===== src/rtl/weights_channel_sequencer_if.sv =====
// Handshake bundle between the layer controller, the weights loader, the systolic array
// and the channel sequencer. The sequencer takes the slave view.
interface weights_channel_sequencer_if #(
  parameter int CH_W = 7
);
  logic            i_start;
  logic            i_abort;
  logic [CH_W-1:0] i_num_ch;
  logic [CH_W-1:0] o_current_ch;
  logic            o_weights_start;
  logic            i_weights_ended;
  logic            o_sa_weights_valid;
  logic            i_sa_done;
  logic            o_busy;
  logic            o_done;
  logic            o_timeout_err;

  modport slave (
    input  i_start, i_abort, i_num_ch, i_weights_ended, i_sa_done,
    output o_current_ch, o_weights_start, o_sa_weights_valid, o_busy, o_done, o_timeout_err
  );

  modport master (
    output i_start, i_abort, i_num_ch, i_weights_ended, i_sa_done,
    input  o_current_ch, o_weights_start, o_sa_weights_valid, o_busy, o_done, o_timeout_err
  );
endinterface


===== src/rtl/weights_channel_sequencer.sv =====
// Walks one convolution layer channel by channel: request a weight load, wait for it
// (with a watchdog), let the systolic array compute, then advance to the next channel.
module weights_channel_sequencer #(
  parameter int CH_W      = 7,
  parameter int TIMEOUT_W = 16,
  parameter int TIMEOUT   = 4096
) (
  input  logic                         i_clk,
  input  logic                         i_rstn,
  weights_channel_sequencer_if.slave   bus
);

  typedef enum logic [2:0] {
    IDLE,
    LOAD,
    WAIT_END,
    COMPUTE,
    NEXT,
    DONE,
    ERR
  } state_t;

  localparam logic [TIMEOUT_W-1:0] WD_LAST = TIMEOUT_W'(TIMEOUT - 1);

  state_t               state;
  logic [CH_W-1:0]      num_ch;
  logic [TIMEOUT_W-1:0] watchdog;

  // Every output is registered alongside the state it belongs to; abort overrides all events.
  always_ff @(posedge i_clk or negedge i_rstn) begin
    if (!i_rstn) begin
      state                  <= IDLE;
      num_ch                 <= '0;
      watchdog               <= '0;
      bus.o_current_ch       <= '0;
      bus.o_weights_start    <= 1'b0;
      bus.o_sa_weights_valid <= 1'b0;
      bus.o_busy             <= 1'b0;
      bus.o_done             <= 1'b0;
      bus.o_timeout_err      <= 1'b0;
    end else begin
      bus.o_done <= 1'b0;
      if (bus.i_abort) begin
        state                  <= IDLE;
        bus.o_current_ch       <= '0;
        bus.o_weights_start    <= 1'b0;
        bus.o_sa_weights_valid <= 1'b0;
        bus.o_busy             <= 1'b0;
      end else begin
        case (state)
          IDLE, DONE, ERR: begin
            if (bus.i_start) begin
              num_ch            <= bus.i_num_ch;
              bus.o_timeout_err <= 1'b0;
              if (bus.i_num_ch == '0) begin
                state      <= DONE;
                bus.o_done <= 1'b1;
              end else begin
                state               <= LOAD;
                bus.o_current_ch    <= CH_W'(1);
                bus.o_weights_start <= 1'b1;
                bus.o_busy          <= 1'b1;
              end
            end
          end

          LOAD: begin
            state    <= WAIT_END;
            watchdog <= '0;
          end

          // A completion arriving on the expiry cycle still counts as a successful load.
          WAIT_END: begin
            if (bus.i_weights_ended) begin
              state                  <= COMPUTE;
              bus.o_weights_start    <= 1'b0;
              bus.o_sa_weights_valid <= 1'b1;
            end else if (watchdog == WD_LAST) begin
              state               <= ERR;
              bus.o_timeout_err   <= 1'b1;
              bus.o_weights_start <= 1'b0;
              bus.o_current_ch    <= '0;
              bus.o_busy          <= 1'b0;
            end else if (watchdog != '1) begin
              watchdog <= watchdog + TIMEOUT_W'(1);
            end
          end

          COMPUTE: begin
            if (bus.i_sa_done) begin
              state                  <= NEXT;
              bus.o_sa_weights_valid <= 1'b0;
            end
          end

          // Compare before incrementing so a full-range channel count never wraps to 0.
          NEXT: begin
            if (bus.o_current_ch == num_ch) begin
              state            <= DONE;
              bus.o_current_ch <= '0;
              bus.o_busy       <= 1'b0;
              bus.o_done       <= 1'b1;
            end else begin
              state               <= LOAD;
              bus.o_current_ch    <= bus.o_current_ch + CH_W'(1);
              bus.o_weights_start <= 1'b1;
            end
          end

          default: begin
            state <= IDLE;
          end
        endcase
      end
    end
  end

endmodule


===== src/flat_wrapper.sv =====
// flat-port wrapper written by rule: the top's interface ports become plain ports
module weights_channel_sequencer_flat 
#(
  parameter int CH_W      = 7,
  parameter int TIMEOUT_W = 16,
  parameter int TIMEOUT   = 4096
)
  (i_clk, i_rstn, bus_i_start, bus_i_abort, bus_i_num_ch, bus_i_weights_ended, bus_i_sa_done, bus_o_current_ch, bus_o_weights_start, bus_o_sa_weights_valid, bus_o_busy, bus_o_done, bus_o_timeout_err);
  weights_channel_sequencer_if #(.CH_W(CH_W)) bus_i ();
  input  logic i_clk;
  input  logic i_rstn;
  input wire logic [$bits(bus_i.i_start)-1:0] bus_i_start;
  input wire logic [$bits(bus_i.i_abort)-1:0] bus_i_abort;
  input wire logic [$bits(bus_i.i_num_ch)-1:0] bus_i_num_ch;
  input wire logic [$bits(bus_i.i_weights_ended)-1:0] bus_i_weights_ended;
  input wire logic [$bits(bus_i.i_sa_done)-1:0] bus_i_sa_done;
  output wire logic [$bits(bus_i.o_current_ch)-1:0] bus_o_current_ch;
  output wire logic [$bits(bus_i.o_weights_start)-1:0] bus_o_weights_start;
  output wire logic [$bits(bus_i.o_sa_weights_valid)-1:0] bus_o_sa_weights_valid;
  output wire logic [$bits(bus_i.o_busy)-1:0] bus_o_busy;
  output wire logic [$bits(bus_i.o_done)-1:0] bus_o_done;
  output wire logic [$bits(bus_i.o_timeout_err)-1:0] bus_o_timeout_err;
  assign bus_i.i_start = bus_i_start;
  assign bus_i.i_abort = bus_i_abort;
  assign bus_i.i_num_ch = bus_i_num_ch;
  assign bus_i.i_weights_ended = bus_i_weights_ended;
  assign bus_i.i_sa_done = bus_i_sa_done;
  assign bus_o_current_ch = bus_i.o_current_ch;
  assign bus_o_weights_start = bus_i.o_weights_start;
  assign bus_o_sa_weights_valid = bus_i.o_sa_weights_valid;
  assign bus_o_busy = bus_i.o_busy;
  assign bus_o_done = bus_i.o_done;
  assign bus_o_timeout_err = bus_i.o_timeout_err;
  weights_channel_sequencer #(.CH_W(CH_W), .TIMEOUT_W(TIMEOUT_W), .TIMEOUT(TIMEOUT)) u_core (.i_clk(i_clk), .i_rstn(i_rstn), .bus(bus_i));
endmodule

===== config.mk =====
export PLATFORM = sky130hd
export DESIGN_NAME = weights_channel_sequencer_flat
export DESIGN_NICKNAME = d
export VERILOG_FILES = /design/src/rtl/weights_channel_sequencer_if.sv /design/src/rtl/weights_channel_sequencer.sv /design/src/flat_wrapper.sv
export SDC_FILE = /design/constraint.sdc
export NUM_CORES = 1
export LEC_CHECK = 0
export CORE_ASPECT_RATIO = 0.75
export CORE_MARGIN = 2
export CORE_UTILIZATION = 51
export DETAILED_ROUTE_END_ITERATION = 7
export HOLD_SLACK_MARGIN = 0.03
export PLACE_DENSITY_LB_ADDON = 0.3
export SLEW_MARGIN = 30
export SYNTH_ARGS = -nofsm -noshare
export SYNTH_HDL_FRONTEND = slang
export SYNTH_SLANG_ARGS = --single-unit

===== constraint.sdc =====
create_clock -name i_clk -period 2.2 [get_ports i_clk]
set_input_delay 0.66 -clock i_clk [delete_from_list [all_inputs] [get_ports i_clk]]
set_output_delay 0.66 -clock i_clk [all_outputs]
set_load 0.01 [all_outputs]

==> results.yml, run 1 <==
status:
  status: "finished clean"
timing:
  rsz0062_at_grt: "false"
  post-route-period-util: 0.959
  min_period_ns: 2.11
  hold_viol: 0
  worst_slew_margin_rel: 0.733
  maxClockFrequency_mhz: 474
  slew_viol_final: 0
  fin_setup_tns_ns: 0
  worstMarginPinSlew_ns: 0.390
  fin_skew_ns: 0.00872
  setup_viol: 0
clock_tree:
  cts_buffers: 5
  post_cts_buffers: 0
  htreeDepth: 2
  clockBufferDepth: 2
  worst_skew_pair.late_latency_ns: 0.29
  cts_tree: "built"
  cts_root_buffer: "clkbuf_8"
  path_clk_slew_ns: 0.08
  clock-sinks: 38
setup_path:
  r2r-end: "u_core.watchdog[15]"
  worstSetupPathType: "reg -> reg"
  cp_cell_sequence: "ha_1 > and3_1 > and4_4 > a211oi_2 > or4b_1 > a21oi_1"
  required_ns: 2.42
  crit_fanout: 5
  cp_slowest_cell: "or4b_1"
  slowest_delay_ns: 0.47
  cp-end-kind: "register"
  ff2ff_path_depth: 6
  start_kind: "register"
  rrSetupSlack_ns: 0.09
  arrival_ns: 2.33
  reg2reg_from: "u_core.watchdog[0]"
cells_and_area:
  multi_input_area_um2: 1270
  design_area_um2: 2780
  mostFrequentLayoutCell: "dfrtp_1"
  drive_gt1_frac: 0.169
  seq_area_um2: 951
  fill_cells: 372
  num_antenna_cells: 0
  synthToLayoutAreaGrowth_pct: 22.1
  layout.nets: 300
  final_cell_mix: "38 x dfrtp_1, 23 x clkdlybuf4s50_1, 22 x o21ai_0"
  final_core_util: 0.634
global_route:
  track_usage: 0.239
  globalRoute.totalOverflow: 0
  antenna_found_initial: 0
  grt_max_degree: 19
  grt_pass1_vias: 1887
  grt_pass1_wl_mm: 8.98
synth:
  synth_area_per_cell_um2: 9.26
  synth_top_area_frac: 0.418
  synth_fa_ha_area_frac: 0.0198
  synthTopCellsByArea: "dfrtp_1 42%, o21ai_0 4.8%, xnor2_1 4.2%"
  ys_types: 58
  syn_nets: 261
  synthSimpleGateAreaFrac: 0.238
  muxShareOfSynthArea: 0.0390
  syn_inst: 246
  synth_ff_type: "dfrtp_1"
  netlist_area_um2: 2280
  synthXorXnorAreaFrac: 0.0500
  ys_warn_count: 0
  synth_compound_area_frac: 0.199
  synth_edf_count: 0
  synth_top_family_by_area: "simple AND/OR/NAND/NOR gates"
  synth_top_cell_by_area: "dfrtp_1"
  yosysSeqAreaShare: 0.418
  synthArstFlopShare: 1.00
  synth_seq_cells: 38
routing:
  via_count: 2028
  drt_iter0_markers: 155
  drc_errors: 0
  wire_per_inst_um: 15.7
  viasPerCell: 5.95
  routed_wl_mm: 5.37
  detail-route-antenna-nets: 0
  dr.pass1.iters: 4
power_and_ir_drop:
  power_density_nw_per_um2: 843
  p_leak_nw: 1.10
  max-vdd-ir-drop_v: 0.000470
  p_total_mw: 2.34
floorplanning:
  core-area_um2: 4390
  die_w_um: 81.2
  initial_core_util: 0.519
  io_pins: 25
  die_area_um2: 5020
  die_height_um: 61.9
  rows: 21
placed_design:
  hpwlAfterDp_mm: 3.86
  place_congestion: 0.880
  portBuffers: 24
  placed_area_um2: 2670
min_path:
  holdCritPathClass: "in -> async"
run:
  maxCapViolations: 0
-- where the power goes --
group          total (mW)  internal (mW)  leakage [nW]  switching, mW
logic               0.922          0.449         0.551          0.474
registers           0.941          0.828         0.510          0.113
clock network       0.482          0.242        0.0431          0.240
total                2.34           1.52          1.10          0.826
-- how the worst max path moves through the flow --
stage	startpoint	end	slack, ns	cells after the start
floorplan	u_core.watchdog[0]	u_core.watchdog[15]	0.14	7
global placement	bus_i_num_ch[2]	u_core.bus.o_weights_start	-0.15	6
detailed placement	bus_i_num_ch[2]	u_core.bus.o_current_ch[1]	-0.22	6
CTS	bus_i_num_ch[2]	u_core.bus.o_current_ch[1]	0.07	6
global route	u_core.watchdog[0]	u_core.watchdog[15]	0.03	6
finish	u_core.watchdog[0]	u_core.watchdog[15]	0.09	6
-- Yosys cell counts, drive strengths merged, types with 6 or more instances --
library cell,n
dfrtp,38
o21ai,24
nor2,20
nand2,18
a21oi,11
xnor2,11
inv,9
nand3,8
mux2,7
nand4,6
nor3,6
-- timing repair --
action                                  4_1_cts  5_1_grt
hold endpoints to repair                      0        0
hold buffers                                  0        0
gates resized for setup                       0        5
endpoints found under the setup margin        0       15
-- per-stage QoR --
| stage | hold WS, ns | setup WS [ns] | cells |
|---|---|---|---|
| 2_1_floorplan | 0.364 | 0.137 | 246 |
| 3_3_place_gp | 0.496 | -0.146 | 335 |
| 3_5_place_dp | 0.498 | -0.222 | 335 |
| 4_1_cts | 0.303 | 0.0736 | 341 |
| 5_1_grt | 0.303 | 0.0267 | 341 |
| 6_report | 0.289 | 0.0893 | 341 |
-- cell families (layout without fill, tap and decap cells) --
family | Yosys count | in the layout
simple gates | 97 | 97
compound gates | 67 | 67
flops | 38 | 38
buf+inv | 19 | 57
xor+xnor | 13 | 13
mux | 8 | 8
fa+ha+maj | 4 | 4
-- layer usage --
layer | up-vias | GRT usage | share of wire
met1 | 982 | 0.356 | 0.52
met4 | 0 | 0.0799 | 0.012
li1 | 981 | - | -
met2 | 55 | 0.344 | 0.43
met5 | - | 0 | 0
met3 | 10 | 0.0549 | 0.045
-- registers in the layout, summed over array words and instances (netlist names) --
register and cells:
u_core.watchdog 16, u_core.bus.o_current_ch 7, u_core.num_ch 7, u_core.state 3
u_core.bus.o_busy 1, u_core.bus.o_done 1, u_core.bus.o_sa_weights_valid 1, u_core.bus.o_timeout_err 1
u_core.bus.o_weights_start 1
-- critical path, delay by kind of cell, from the launching register on --
kind,cells,cell delay [ns]
simple gates,3,0.94
flops,1,0.42
compound gates,2,0.41
fa+ha+maj,1,0.26
-- area by class of cell --
class                           instances  share of cell area
Multi-Input combinational cell        189               0.457
Clock buffer                            6              0.0297
Inverter                                9              0.0122
Sequential cell                        38               0.342
Timing Repair Buffer                   42               0.133
Tap cell                               57              0.0257
No activity file was read; power rests on OpenSTA's default activity.
==> inputs of run 2 (changes only) <==
- CTS_CLUSTER_SIZE: not set -> 20
- SKIP_CTS_REPAIR_TIMING: not set -> 1
==> results of run 2 <==
Final layout, timing and power as in run 1 (identical DEF).
